--- src/rtl/fp_add_arbiter.sv ---
// fp_add_arbiter: round-robin arbiter sharing one multi-cycle FP adder between two requesters.
// Define FP_ADD_ARB_TIMEOUT_EN to enable the WAIT-state watchdog (TIMEOUT_CYCLES).
module fp_add_arbiter #(
  parameter int TIMEOUT_CYCLES = 64
) (
  input  logic        clk,
  input  logic        reset_n,
  input  logic        req0_valid,
  input  logic        req1_valid,
  input  logic [31:0] req0_a,
  input  logic [31:0] req0_b,
  input  logic [31:0] req1_a,
  input  logic [31:0] req1_b,
  output logic        req0_ready,
  output logic        req1_ready,
  output logic        rsp0_valid,
  output logic        rsp1_valid,
  output logic [31:0] rsp_data,
  output logic        add_input_valid,
  output logic [31:0] add_in_a,
  output logic [31:0] add_in_b,
  input  logic [31:0] add_data_out,
  input  logic        add_output_valid,
  output logic        busy,
  output logic        timeout_err
);
  typedef enum logic [1:0] {S_IDLE, S_ISSUE, S_WAIT} state_t;
  state_t      r_state, w_next;
  logic        r_last, r_id, r_rsp0, r_rsp1;
  logic [31:0] r_a, r_b, r_rsp_data;
  logic        w_g0, w_g1, w_done, w_to;
  // r_last = 1 means req1 was granted last, so req0 has priority on a tie
  assign w_g0 = (r_state == S_IDLE) && req0_valid && (!req1_valid || r_last);
  assign w_g1 = (r_state == S_IDLE) && req1_valid && !w_g0;
  assign w_done = (r_state == S_WAIT) && (add_output_valid || w_to);
  assign req0_ready = w_g0;
  assign req1_ready = w_g1;
  assign add_input_valid = (r_state == S_ISSUE);
  assign add_in_a = r_a;
  assign add_in_b = r_b;
  assign rsp0_valid = r_rsp0;
  assign rsp1_valid = r_rsp1;
  assign rsp_data = r_rsp_data;
  assign busy = (r_state != S_IDLE);
  always_comb begin
    w_next = r_state;
    case (r_state)
      S_IDLE:  w_next = (w_g0 || w_g1) ? S_ISSUE : S_IDLE;
      S_ISSUE: w_next = S_WAIT;
      S_WAIT:  w_next = w_done ? S_IDLE : S_WAIT;
      default: w_next = S_IDLE;
    endcase
  end
  always_ff @(posedge clk or negedge reset_n) begin
    if (!reset_n) begin
      r_state    <= S_IDLE;
      r_last     <= 1'b1;
      r_id       <= 1'b0;
      r_a        <= 32'h0;
      r_b        <= 32'h0;
      r_rsp_data <= 32'h0;
      r_rsp0     <= 1'b0;
      r_rsp1     <= 1'b0;
    end else begin
      r_state <= w_next;
      r_rsp0  <= w_done && !r_id;
      r_rsp1  <= w_done && r_id;
      if (w_g0 || w_g1) begin
        r_a    <= w_g1 ? req1_a : req0_a;
        r_b    <= w_g1 ? req1_b : req0_b;
        r_id   <= w_g1;
        r_last <= w_g1;
      end
      if (w_done) r_rsp_data <= add_output_valid ? add_data_out : 32'h7FC00000;
    end
  end
`ifdef FP_ADD_ARB_TIMEOUT_EN
  localparam int CW = $clog2(TIMEOUT_CYCLES) + 1;
  logic [CW-1:0] r_cnt;
  logic          r_to;
  assign w_to = (r_state == S_WAIT) && !add_output_valid && (r_cnt == CW'(TIMEOUT_CYCLES - 1));
  assign timeout_err = r_to;
  always_ff @(posedge clk or negedge reset_n) begin
    if (!reset_n) begin
      r_cnt <= '0;
      r_to  <= 1'b0;
    end else begin
      r_cnt <= (r_state == S_WAIT) ? r_cnt + CW'(1) : '0;
      r_to  <= w_to;
    end
  end
`else
  logic w_unused;
  assign w_unused = |TIMEOUT_CYCLES;
  assign w_to = 1'b0;
  assign timeout_err = 1'b0;
`endif
endmodule

--- config.mk ---
export PLATFORM = sky130hd
export DESIGN_NAME = fp_add_arbiter
export DESIGN_NICKNAME = d
export VERILOG_FILES = /design/src/rtl/fp_add_arbiter.sv
export SDC_FILE = /design/constraint.sdc
export NUM_CORES = 1
export LEC_CHECK = 0
export ABC_AREA = 1
export CORE_UTILIZATION = 43
export DETAILED_ROUTE_END_ITERATION = 8
export HOLD_SLACK_MARGIN = 0.03
export MAX_ROUTING_LAYER = met4
export PLACE_DENSITY = 0.86
export SYNTH_ARGS = -nofsm -noshare
export SYNTH_HDL_FRONTEND = slang
export SYNTH_SLANG_ARGS = --single-unit
--- constraint.sdc ---
create_clock -name clk -period 2.3 [get_ports clk]
set_input_delay 0.46 -clock clk [delete_from_list [all_inputs] [get_ports clk]]
set_output_delay 0.46 -clock clk [all_outputs]
set_load 0.005 [all_outputs]
==> results.json <==
{
  "p_leak_nw": 3.98,
  "grt_pass1_wl_um": 26300,
  "die_w_um": 112,
  "io_pins": 268,
  "port_buffers": 266,
  "antenna_found_initial": 0,
  "crit_arrival_ns": 1.72,
  "cp_data_required_time_ns": 1.84,
  "hpwl_um": 11100,
  "pre_cts_slack_ns": -0.0419,
  "critPathBufInv": 3,
  "rsz0062_at_grt": "no",
  "clkTransAtPathRegs_ns": 0.07,
  "htreeDepth": 3,
  "finalPower_mw": 9.37,
  "die-area_sq_um": 12600,
  "insertion_delay_ns": 0.35,
  "hp-class": "in -> async",
  "layout_setup_ws_ns": 0.118,
  "grt_pass1_vias": 5202,
  "status": "finished with violations",
  "period_minus_slack_ns": 2.18,
  "path_cells": "inv_1, nand2_1, nand3_2, inv_1, clkdlybuf4s50_1",
  "avgRoutedWirePerCell_um": 15.4,
  "antenna_left": 0,
  "drc_errors": 19,
  "crit_family": "buffers and inverters",
  "critical-path-max-stage-delay_ns": 0.53,
  "grtUsageTotal_pct": 27.3,
  "whs_ns": 0.149,
  "layout-drive-gt1-share_pct": 4.62,
  "synth-seq-cells": 102,
  "critical_path_class": "reg -> out",
  "rows": 39,
  "root_buffer": "clkbuf_16",
  "finalSetupViolCount": 0,
  "start_kind": "flip-flop",
  "ys_seq_area_share_pct": 49.0,
  "finalSetupTns_ns": 0,
  "crit_top_cell": "inv_1",
  "numCtsBuffers": 9,
  "initial_utilization_pct": 44.9,
  "hold_violations": 0,
  "dr.pass1.iters": 7,
  "core-area_sq_um": 11600,
  "drtIter0Drc": 335,
  "viasPerCell": 5.02,
  "syn_inst": 662,
  "violations": "design-rule violations",
  "overflow": 0,
  "clkSinkCount": 102,
  "tightest_slew_ns": 0.564,
  "syn_area_sq_um": 5220,
  "routed_wl_um": 16200,
  "ctsHoldBuffers": 0,
  "synthToLayoutAreaGrowth_pct": 57.8,
  "peakVddDrop_uv": 561,
  "maxSlewHeadroom_pct": 62.4,
  "drv_cap": 0,
  "gp_congestion": 0.801,
  "end_kind": "primary output",
  "cts.path.max_buffers": 2,
  "cellPowerDensity_nw_per_um2": 1140,
  "crit_path_max_fanout": 2,
  "grt_start_max_net_pins": 103,
  "syn_avg_cell_area_sq_um": 7.88,
  "syn-num-nets": 827,
  "skew_ns": 0.00785,
  "dieHeight_um": 112,
  "period_share_pct": 94.9,
  "fmax_mhz": 458,
  "synth-warning-count": 0,
  "yosysUniqueCellTypes": 18,
  "dr_total_vias": 5285,
  "maxSlewViolCount": 0,
  "nNetsFinal": 1070,
  "antenna_cells": 0,
  "slowest_stage": "dfstp_2",
  "cts_tree": "built"
}
[registers in the layout, summed over array words and instances (netlist names)]
register / count
rsp_data: 32
add_in_a: 32
rsp1_valid: 1
rsp0_valid: 1
r_id: 1
r_state: 2
r_last: 1
add_in_b: 32
[what timing repair did]
item                                   CTS  global route
setup buffers                            0             0
endpoints found under the hold margin    0             0
resized for setup                        0             1
setup endpoints to repair                0             1
[placed cells by master, fill, tap and decap left out, types with 2 or more instances in the layout]
| cell | netlist | layout |
|---|---|---|
| o21ai_0 | 34 | 34 |
| nor2_1 | 4 | 4 |
| buf_12 | 0 | 4 |
| dfrtp_1 | 101 | 101 |
| nand2_1 | 164 | 163 |
| clkbuf_16 | 0 | 9 |
| nand2_2 | 2 | 3 |
| clkdlybuf4s50_1 | 0 | 264 |
| clkbuf_8 | 0 | 2 |
| inv_2 | 4 | 4 |
| nand3_1 | 132 | 131 |
| inv_1 | 106 | 106 |
| nand3b_1 | 61 | 61 |
| nand3_2 | 1 | 2 |
| buf_4 | 5 | 12 |
[path summary, 6_finish.rpt]
check                                      from                        to  slack (ns)  cells after the start
setup / recovery             r_last$_DFFE_PN1P_                req0_ready        0.12                      5
hold / removal                          reset_n   add_in_a[1]$_DFFE_PN0P_        0.15                      2
setup reg to reg           r_state[1]$_DFF_PN0_  add_in_a[31]$_DFFE_PN0P_        0.41                      8
hold reg to reg                r_id$_DFFE_PN0P_      rsp0_valid$_DFF_PN0_        0.46                      1
max in group asynchronous               reset_n  add_in_a[25]$_DFFE_PN0P_        1.70                      2
min in group clk               r_id$_DFFE_PN0P_      rsp0_valid$_DFF_PN0_        0.46                      1
[report_power, final]
group	internal, mW	switching [mW]	leakage [nW]
Clock	0.799	0.683	0.139
Combinational	2.54	2.13	2.62
Sequential	2.70	0.512	1.22
Total	6.04	3.32	3.98
[routing by layer]
layer  up-vias  GRT usage [%]  part of all wire [%]
li1       2555              -                     -
met1      2439           34.2                    41
met2       267           44.8                    48
met3        24           5.24                   9.0
met4         0           8.44                   1.9
met5         -              -                     0
[synthesized netlist by cell type]
| library cell | n | area, sq um |
|---|---|---|
| buf_4 | 5 | 37.5 |
| dfrtp_1 | 101 | 2530 |
| o21ai_0 | 34 | 170 |
| clkbuf_1 | 13 | 48.8 |
| nor2_4 | 1 | 11.3 |
| buf_6 | 7 | 78.8 |
| inv_1 | 106 | 398 |
| nand3b_1 | 61 | 458 |
| conb_1 | 1 | 3.75 |
| buf_2 | 24 | 120 |
| dfstp_2 | 1 | 26.3 |
| nand2_2 | 2 | 12.5 |
| nand2_1 | 164 | 616 |
| nor2_1 | 4 | 15.0 |
| nand3_2 | 1 | 10.0 |
| inv_2 | 4 | 15.0 |
| o21bai_1 | 1 | 7.51 |
| nand3_1 | 132 | 661 |
[per-stage QoR]
| stage | cells | util, % | cell area, sq um |
|---|---|---|---|
| after floorplan | 662 | - | 5220 |
| after global placement | 1037 | 68.4 | 7940 |
| after detailed placement | 1037 | 68.4 | 7940 |
| after CTS | 1053 | 70.8 | 8230 |
| after global routing | 1053 | 70.9 | 8230 |
| final | 1053 | 70.9 | 8230 |
[worst register-to-register path: stages (launching register included)]
cell,delay [ns]
dfrtp_1,0.43
inv_2,0.07
nand2_2,0.07
nor2_4,0.10
buf_4,0.32
buf_4,0.47
nand3b_1,0.17
nand3_1,0.10
nand2_1,0.05
[cells by family after synthesis]
group / Yosys count / share of synthesized area, %
compound gates: 35 / 3.41
other cells: 1 / 0.0719
flops: 102 / 49.0
simple gates: 365 / 34.2
buf+inv: 159 / 13.4
[layout make-up]
| cell class | instances | area [sq um] |
|---|---|---|
| clock buffer | 12 | 256 |
| inverter | 110 | 413 |
| timing repair buffer | 281 | 2830 |
| clock inverter | 4 | 30.0 |
| sequential | 102 | 2550 |
| tap | 143 | 179 |
| fill | 911 | 3380 |
| multi-input combinational | 401 | 1970 |
No activity file was read; power rests on OpenSTA's default activity.
